### config.mk
export PLATFORM = sky130hd
export DESIGN_NAME = exa_crosb_pkt_counter
export DESIGN_NICKNAME = d
export VERILOG_FILES = /design/src/rtl/exanet_crosb_pkg.sv /design/src/rtl/exa_crosb_pkt_counter_port.sv /design/src/rtl/exa_crosb_pkt_counter.sv
export SDC_FILE = /design/constraint.sdc
export NUM_CORES = 2
export LEC_CHECK = 0
export BUFFER_PORTS_ARGS = -buffer_cell sky130_fd_sc_hd__buf_4
export CORE_ASPECT_RATIO = 0.9
export CORE_MARGIN = 2
export CORE_UTILIZATION = 35
export CTS_CLUSTER_SIZE = 24
export DETAILED_ROUTE_END_ITERATION = 8
export HOLD_SLACK_MARGIN = 0.15
export PLACE_DENSITY = 0.58
export SETUP_SLACK_MARGIN = 0.3
export SYNTH_ARGS = -nofsm -noshare
export SYNTH_HDL_FRONTEND = slang
export SYNTH_HIERARCHICAL = 1
export SYNTH_SLANG_ARGS = --single-unit
### constraint.sdc
create_clock -name S_AXI_ACLK -period 3.82 [get_ports S_AXI_ACLK]
set_input_delay 0.382 -clock S_AXI_ACLK [delete_from_list [all_inputs] [get_ports S_AXI_ACLK]]
set_output_delay 0.382 -clock S_AXI_ACLK [all_outputs]
set_load 0.02 [all_outputs]
### src/rtl/exanet_crosb_pkg.sv
// Shared types for the crossbar statistics path: counter layout, packet FSM states
// and the saturating increment used by every flit counter.
package exanet_crosb_pkg;

   localparam int CNT_W = 32;

   typedef struct packed {
      logic [CNT_W-1:0] hdr;
      logic [CNT_W-1:0] pld;
      logic [CNT_W-1:0] ftr;
   } counter_t;

   typedef enum logic {
      PS_IDLE   = 1'b0,
      PS_IN_PKT = 1'b1
   } pkt_state_t;

   function automatic logic [CNT_W-1:0] sat_inc(input logic [CNT_W-1:0] cnt);
      return (&cnt) ? cnt : cnt + CNT_W'(1);
   endfunction

endpackage

### src/rtl/exa_crosb_pkt_counter_port.sv
// Single-port flit classifier: packet FSM, priority latch, per-priority
// hdr/pld/ftr saturating counters and a sticky framing-error flag.
import exanet_crosb_pkg::*;

module exa_crosb_pkt_counter_port #(
   parameter  int PRIO_NUM = 2,
   parameter  int CNT_W    = exanet_crosb_pkg::CNT_W,
   localparam int PRIO_W   = (PRIO_NUM > 1) ? $clog2(PRIO_NUM) : 1
) (
   input  logic                       S_AXI_ACLK,
   input  logic                       S_AXI_ARESETN,
   input  logic                       i_clear,
   input  logic                       i_vld,
   input  logic                       i_rdy,
   input  logic                       i_sop,
   input  logic                       i_eop,
   input  logic [PRIO_W-1:0]          i_prio,
   output counter_t [PRIO_NUM-1:0]    o_cnt,
   output logic                       o_frame_err
);

   localparam logic [PRIO_W-1:0] PRIO_MAX = PRIO_W'(PRIO_NUM - 1);

   logic                            beat_p0;
   logic [PRIO_W-1:0]               sop_prio_p0;
   logic                            hdr_en, pld_en, ftr_en, err_set;
   logic [PRIO_W-1:0]               cnt_prio;
   pkt_state_t                      state_d;

   pkt_state_t                      state_p1;
   logic [PRIO_W-1:0]               prio_p1;
   logic [PRIO_NUM-1:0][CNT_W-1:0]  hdr_p1, pld_p1, ftr_p1;
   logic                            err_p1;

   // stage 0: handshake qualification and priority clamp
   assign beat_p0     = i_vld & i_rdy;
   assign sop_prio_p0 = (i_prio > PRIO_MAX) ? PRIO_MAX : i_prio;

   always_ff @(posedge S_AXI_ACLK) begin
      if (!S_AXI_ARESETN || i_clear) state_p1 <= PS_IDLE;
      else                           state_p1 <= state_d;
   end

   always_comb begin
      state_d = state_p1;
      if (beat_p0) begin
         if (i_sop)                       state_d = i_eop ? PS_IDLE : PS_IN_PKT;
         else if (state_p1 == PS_IN_PKT && i_eop) state_d = PS_IDLE;
      end
   end

   // A sop always opens a fresh packet; inside a packet it also abandons the open one.
   always_comb begin
      hdr_en   = 1'b0;
      pld_en   = 1'b0;
      ftr_en   = 1'b0;
      err_set  = 1'b0;
      cnt_prio = prio_p1;
      if (beat_p0) begin
         if (i_sop) begin
            hdr_en   = 1'b1;
            ftr_en   = i_eop;
            cnt_prio = sop_prio_p0;
            err_set  = (state_p1 == PS_IN_PKT);
         end else if (state_p1 == PS_IDLE) begin
            err_set  = 1'b1;
         end else if (i_eop) begin
            ftr_en   = 1'b1;
         end else begin
            pld_en   = 1'b1;
         end
      end
   end

   // stage 1: registered counters, latched priority and sticky error
   always_ff @(posedge S_AXI_ACLK) begin
      if (!S_AXI_ARESETN || i_clear) begin
         prio_p1 <= '0;
         err_p1  <= 1'b0;
         hdr_p1  <= '0;
         pld_p1  <= '0;
         ftr_p1  <= '0;
      end else begin
         if (beat_p0 && i_sop) prio_p1 <= sop_prio_p0;
         if (err_set)          err_p1  <= 1'b1;
         for (int i = 0; i < PRIO_NUM; i++) begin
            if (cnt_prio == PRIO_W'(i)) begin
               if (hdr_en) hdr_p1[i] <= sat_inc(hdr_p1[i]);
               if (pld_en) pld_p1[i] <= sat_inc(pld_p1[i]);
               if (ftr_en) ftr_p1[i] <= sat_inc(ftr_p1[i]);
            end
         end
      end
   end

   always_comb begin
      for (int i = 0; i < PRIO_NUM; i++) begin
         o_cnt[i].hdr = hdr_p1[i];
         o_cnt[i].pld = pld_p1[i];
         o_cnt[i].ftr = ftr_p1[i];
      end
   end

   assign o_frame_err = err_p1;

endmodule

### src/rtl/exa_crosb_pkt_counter.sv
// Crossbar flit statistics engine: one independent classifier per monitored port,
// outputs gathered into the register file's packet-counter array.
import exanet_crosb_pkg::*;

module exa_crosb_pkt_counter #(
   parameter  int PORT_NUM = 4,
   parameter  int PRIO_NUM = 2,
   parameter  int CNT_W    = exanet_crosb_pkg::CNT_W,
   localparam int PRIO_W   = (PRIO_NUM > 1) ? $clog2(PRIO_NUM) : 1
) (
   input  logic                                    S_AXI_ACLK,
   input  logic                                    S_AXI_ARESETN,
   input  logic                                    i_clear,
   input  logic [PORT_NUM-1:0]                     i_vld,
   input  logic [PORT_NUM-1:0]                     i_rdy,
   input  logic [PORT_NUM-1:0]                     i_sop,
   input  logic [PORT_NUM-1:0]                     i_eop,
   input  logic [PORT_NUM-1:0][PRIO_W-1:0]         i_prio,
   output counter_t [PORT_NUM-1:0][PRIO_NUM-1:0]   o_pkt_counter,
   output logic [PORT_NUM-1:0]                     o_frame_err
);

   for (genvar p = 0; p < PORT_NUM; p++) begin : g_port
      exa_crosb_pkt_counter_port #(
         .PRIO_NUM (PRIO_NUM),
         .CNT_W    (CNT_W)
      ) u_port (
         .S_AXI_ACLK    (S_AXI_ACLK),
         .S_AXI_ARESETN (S_AXI_ARESETN),
         .i_clear       (i_clear),
         .i_vld         (i_vld[p]),
         .i_rdy         (i_rdy[p]),
         .i_sop         (i_sop[p]),
         .i_eop         (i_eop[p]),
         .i_prio        (i_prio[p]),
         .o_cnt         (o_pkt_counter[p]),
         .o_frame_err   (o_frame_err[p])
      );
   end

endmodule
== After elaboration in Yosys (flattened, before gate mapping) ==
Cells that the tools add are included.

* Register bits: 780
* Input port bits: 23
* Logic and storage cells: 234

* Add/subtract/negate cells: 24
* $lt $le $gt $ge: 4
* Muxes and demuxes: 72
* Bitwise logic cells: 32
* Reduce and logical (&&, ||, !) cells: 66

{| class="wikitable"
|+ Operator list
! operator !! number
|-
| 32-bit by 1-bit adder with 32-bit output, second input constant || 24
|-
| 32-bit AND reduction || 24
|-
| 1-bit 2-to-1 mux || 72
|-
| 3-bit AND reduction || 24
|-
| 1-bit NOT || 28
|-
| 1-bit logical AND || 8
|-
| 2-bit AND reduction || 4
|-
| 2-bit nonzero test || 4
|-
| 1-bit bitwise AND || 4
|-
| 1-bit greater-than comparator, second input constant || 4
|-
| 1-bit logical NOT || 1
|-
| 1-bit logical OR || 1
|}

== Longest topological paths before layout ==
* Word-level depth: 6
* Mapped depth: 9

== Cells and area by module ==
The synthesis kept the hierarchy.

{| class="wikitable"
|+ Modules (own cells, without submodules)
! module !! instances !! cells each !! area an instance (um^2) !! sequential area each (um^2)
|-
| exa_crosb_pkt_counter_port (g_port[0].u_port ...) || 2 || 1234 || 10078.4 || 3903.7
|-
| exa_crosb_pkt_counter_port (g_port[3].u_port) || 1 || 1241 || 10003.3 || 3903.7
|-
| exa_crosb_pkt_counter_port (g_port[2].u_port) || 1 || 1221 || 9987.1 || 3903.7
|}

== Least setup slack after synthesis ==
Ideal clock, no wire load.

* Kind: flip-flop to flip-flop
* Start point: reg g_port[2].u_port.pld_p1, in the netlist g_port[2].u_port/o_cnt[32]
* End point: reg g_port[2].u_port.pld_p1, in the netlist g_port[2].u_port/o_cnt[58]
* Arrival: 2613 ps
* Slack: 1136 ps
* Cell stages (with the launch flop): 9
* Buffers on the path: 2
* Period minus slack after synthesis: 2684 ps
* Cells stage by stage: dfxtp_1 -> ha_1 -> nand3_1 -> or4_1 -> buf_2 -> or4b_1 -> buf_2 -> or4_1 -> a21oi_1

* Word-level cells in the longest chain between the ends: 3
* Elaborated cells on any way between the ends: 4

{| class="wikitable"
|+ Ends and longest elaborated chain
! item !! RTL line !! RTL
|-
| start, declared || exa_crosb_pkt_counter_port.sv:32 || <nowiki>logic [PRIO_NUM-1:0][CNT_W-1:0] hdr_p1, pld_p1, ftr_p1;</nowiki>
|-
| start signal, assigned by index || exa_crosb_pkt_counter_port.sv:89 || <nowiki>if (pld_en) pld_p1[i] <= sat_inc(pld_p1[i]);</nowiki>
|-
| parallel branches: the longest is 3 deep, another holds 32-bit by 1-bit adder with 32-bit output || -- ||
|}

Parallel ways; which one is timed is not known.
A chain may end at the register's enable or synchronous reset.

== Final worst setup path ==
Ends and elaborated chain as after synthesis.

==> impl_results.md <==
* Avg WL per Cell at 19.6 um
* Most frequent cells in the layout: 850 x buf_4, 780 x dfxtp_1, 508 x a21oi_1
* Antenna-violating nets left at 0
* CP endpoint kind: flip-flop
* H-tree depth at 3
* Critical-path cell list: ha_1, nand3_1, or4_1, or4b_1, or4_1, a21oi_1
* Syn Std Cell Area at 40100 sq um
* Synth cell types at 78
* Maximum vdd drop at 316 uV
* Setup crit start kind: flip-flop
* # nets final at 5688
* CP dominant cell by count: or4_1
* Synth top area share at 38.9%
* Primary FF master, synth: dfxtp_1
* Number of synthesized register bits at 780
* Clock net sink count at 780
* Yosys top cell by area: dfxtp_1
* Post-synthesis area per instance at 8.14 sq um
* CTS tree: yes
* Post-synth EDFFs at 0
* Required time of the critical path at 4.41 ns
* CP max stage cell: or4_1
* DIE WIDTH at 361 um
* Boundary Pins at 795
* DRC viols at 0
* CTS root buf: clkbuf_16
* Setup crit start: g_port[2].u_port/o_cnt[32]
* Clk buf depth at 3
* Vias in the first global route at 36500
* Initial antenna violation count at 1
* Post CTS Setup Buffer Count at 0
* GRT Total Usage at 22.5%
* Period minus WS final at 2.85 ns
* Combinational share of power at 2.2%
* Final Slew Violations at 0
* Internal Pwr Total at 13500 uW
* IO buf count at 794
* Post-synthesis sequential area ratio at 38.9%
* RD Place Congestion at 0.886
* Critical R2R Launch: g_port[2].u_port/o_cnt[32]
* Switch share at 22.7%
* Clock Latency Late Sink at 0.68 ns
* Status: finished, final reports clean
* Synth top area cells: dfxtp_1 39%, a21oi_1 6.3%, or3_1 4.9%, nand2_1 4.3%, or4_1 4.2%
* Hold WS at 0.223 ns
* CP max stage delay at 0.69 ns
* PwrDens at 344 nW/um^2
* Ant diodes at 0
* Worst relative slew slack at 23.6%
* Clock transition at path regs at 0.06 ns
* Max-cap violations at 0
* Vias/cell at 5.79
* Core area at 113000 sq um
* Worst Max-Slew Pin Slew at 1.14 ns
* Hold Startpoint: i_vld[1]
* Die Area at 117000 sq um
* Area Overhead vs Synth at 26.4%
* Total CTS buffers at 94
* 1st-iter DRT viols at 2967
* Vias at 41700
* Final-report hold violation count at 0
* Crit path DAT at 3.44 ns
* WS Path Type: flip-flop to flip-flop
* Hpwl dp at 103 mm
* Row count at 117
* Switching power at 3960 uW
* First-pass GRT wire length at 217 mm
* GRT overflow at 0
* Layout cells sized above 1 at 19.1%
* Largest net degree at the start of global routing at 74
* Hold Crit Class: input pin to flip-flop
* Clock power share at 51.2%
* Setup TNS at 0 ns
* Mapped Cells at 4930
* Final setup viols at 0
* Initial Util at 35.4%
* Critical Path Fanout Max at 7
* RSZ-0062 raised after global routing: false
* Die Y at 325 um
* Period utilization at 74.6%
* Syn_nets at 4977
* Skew final at 0.0526 ns
* Sequential power share at 46.6%
* Final WL at 141 mm
* Async SR Flop Fraction at 0%
* Most common cell after layout, fill and taps aside: buf_4
* Static leakage at 0.0166 uW
* Max Clk Rate at 0.351 GHz
* Ys Warns at 6
* Pre-Repair DR Iteration Count at 6
-- metrics by stage --
stage	instance area [sq um]	std cells	setup slack (ns)	total power (uW)	util, %
after floorplan	40100	4930	1.14	8550	-
after global placement	47500	7016	0.969	8690	41.9
after detailed placement	47500	7016	0.936	8700	41.9
after CTS	50700	7199	0.984	17700	44.7
after global routing	50700	7199	0.797	18100	44.7
final	50700	7199	0.970	17500	44.7
-- state kept, by name, indices dropped and copies added (netlist names) --
register and cells:
g_port.u_port/o_cnt 768, g_port.u_port/o_frame_err 4, g_port.u_port/prio_p1 4, g_port.u_port/state_p1 4
-- repair_timing --
action,in CTS,in global routing
gates resized for setup,0,0
hold buffers,16,0
hold endpoints to repair,10,0
-- worst paths after layout --
kind	endpoint	slack (ns)	depth (start not counted)
max	g_port[2].u_port/o_cnt[58]	0.97	6
min reg2reg	g_port[3].u_port/o_cnt[167]	0.48	2
min	g_port[1].u_port/state_p1	0.22	3
max reg2reg	g_port[2].u_port/o_cnt[58]	0.97	6
-- layer usage --
metal	part of all wire, %	up-vias	track usage [%]	routed length, um
li1	-	20400	-	-
met4	5.0	2	10.5	7000
met5	0.011	-	0	16
met1	44	19900	29.5	61500
met3	6.4	262	5.01	8980
met2	45	1162	35.2	63500
-- synthesized netlist by cell type (51+ instances only) --
library cell  count
dfxtp_1         780
nand4_1         248
and3_1           75
o211ai_1         51
nand2_1         457
nand2b_1         90
xnor2_1          66
or3_1           317
o21ai_1          87
a21oi_1         508
and4_1           80
nor4_1          111
nor2_1          211
mux2i_1          85
o21ai_0         230
clkbuf_1        182
inv_1           102
nor3_1           68
o31ai_1         183
or4_1           225
nand3_1         279
xor2_1           52
-- layout make-up --
| class | instances | area (sq um) |
|---|---|---|
| fill | 11300 | 62700 |
| multi-input combinational | 3791 | 23100 |
| sequential | 780 | 15600 |
| timing repair buffer | 872 | 6660 |
| clock buffer | 150 | 2870 |
| tap | 1487 | 1860 |
| inverter | 102 | 383 |
| clock inverter | 17 | 208 |
-- power groups by stage --
| stage | combinational, uW | sequential [uW] | clock, uW |
|---|---|---|---|
| 6_report | 380 | 8150 | 8940 |
| 5_1_grt | 415 | 8140 | 9510 |
| 4_1_cts | 384 | 8150 | 9180 |
| 3_5_place_dp | 370 | 8330 | 0 |
| 3_3_place_gp | 367 | 8330 | 0 |
| 2_1_floorplan | 226 | 8330 | 0 |
-- critical path, delay by kind of cell (launching register included) --
family | cells | cell delay [ns]
and+or+nand+nor | 4 | 1.96
DFF | 1 | 0.40
adders and majority gates | 1 | 0.23
AOI/OAI and AO/OA | 1 | 0.16
-- cells by family (layout without fill, tap and decap cells) --
group	after synthesis	in the layout	share of synthesized area, %
adder cells (fa/ha/maj)	24	24	0.748
AND/OR/NAND/NOR	2306	2306	33.0
flip-flops	780	780	38.9
AO/OA/AOI/OAI	1258	1258	18.9
multiplexers	85	85	2.12
XOR/XNOR	118	118	2.57
buffers and inverters	359	1141	3.82
(Power assumes the default switching activity.)
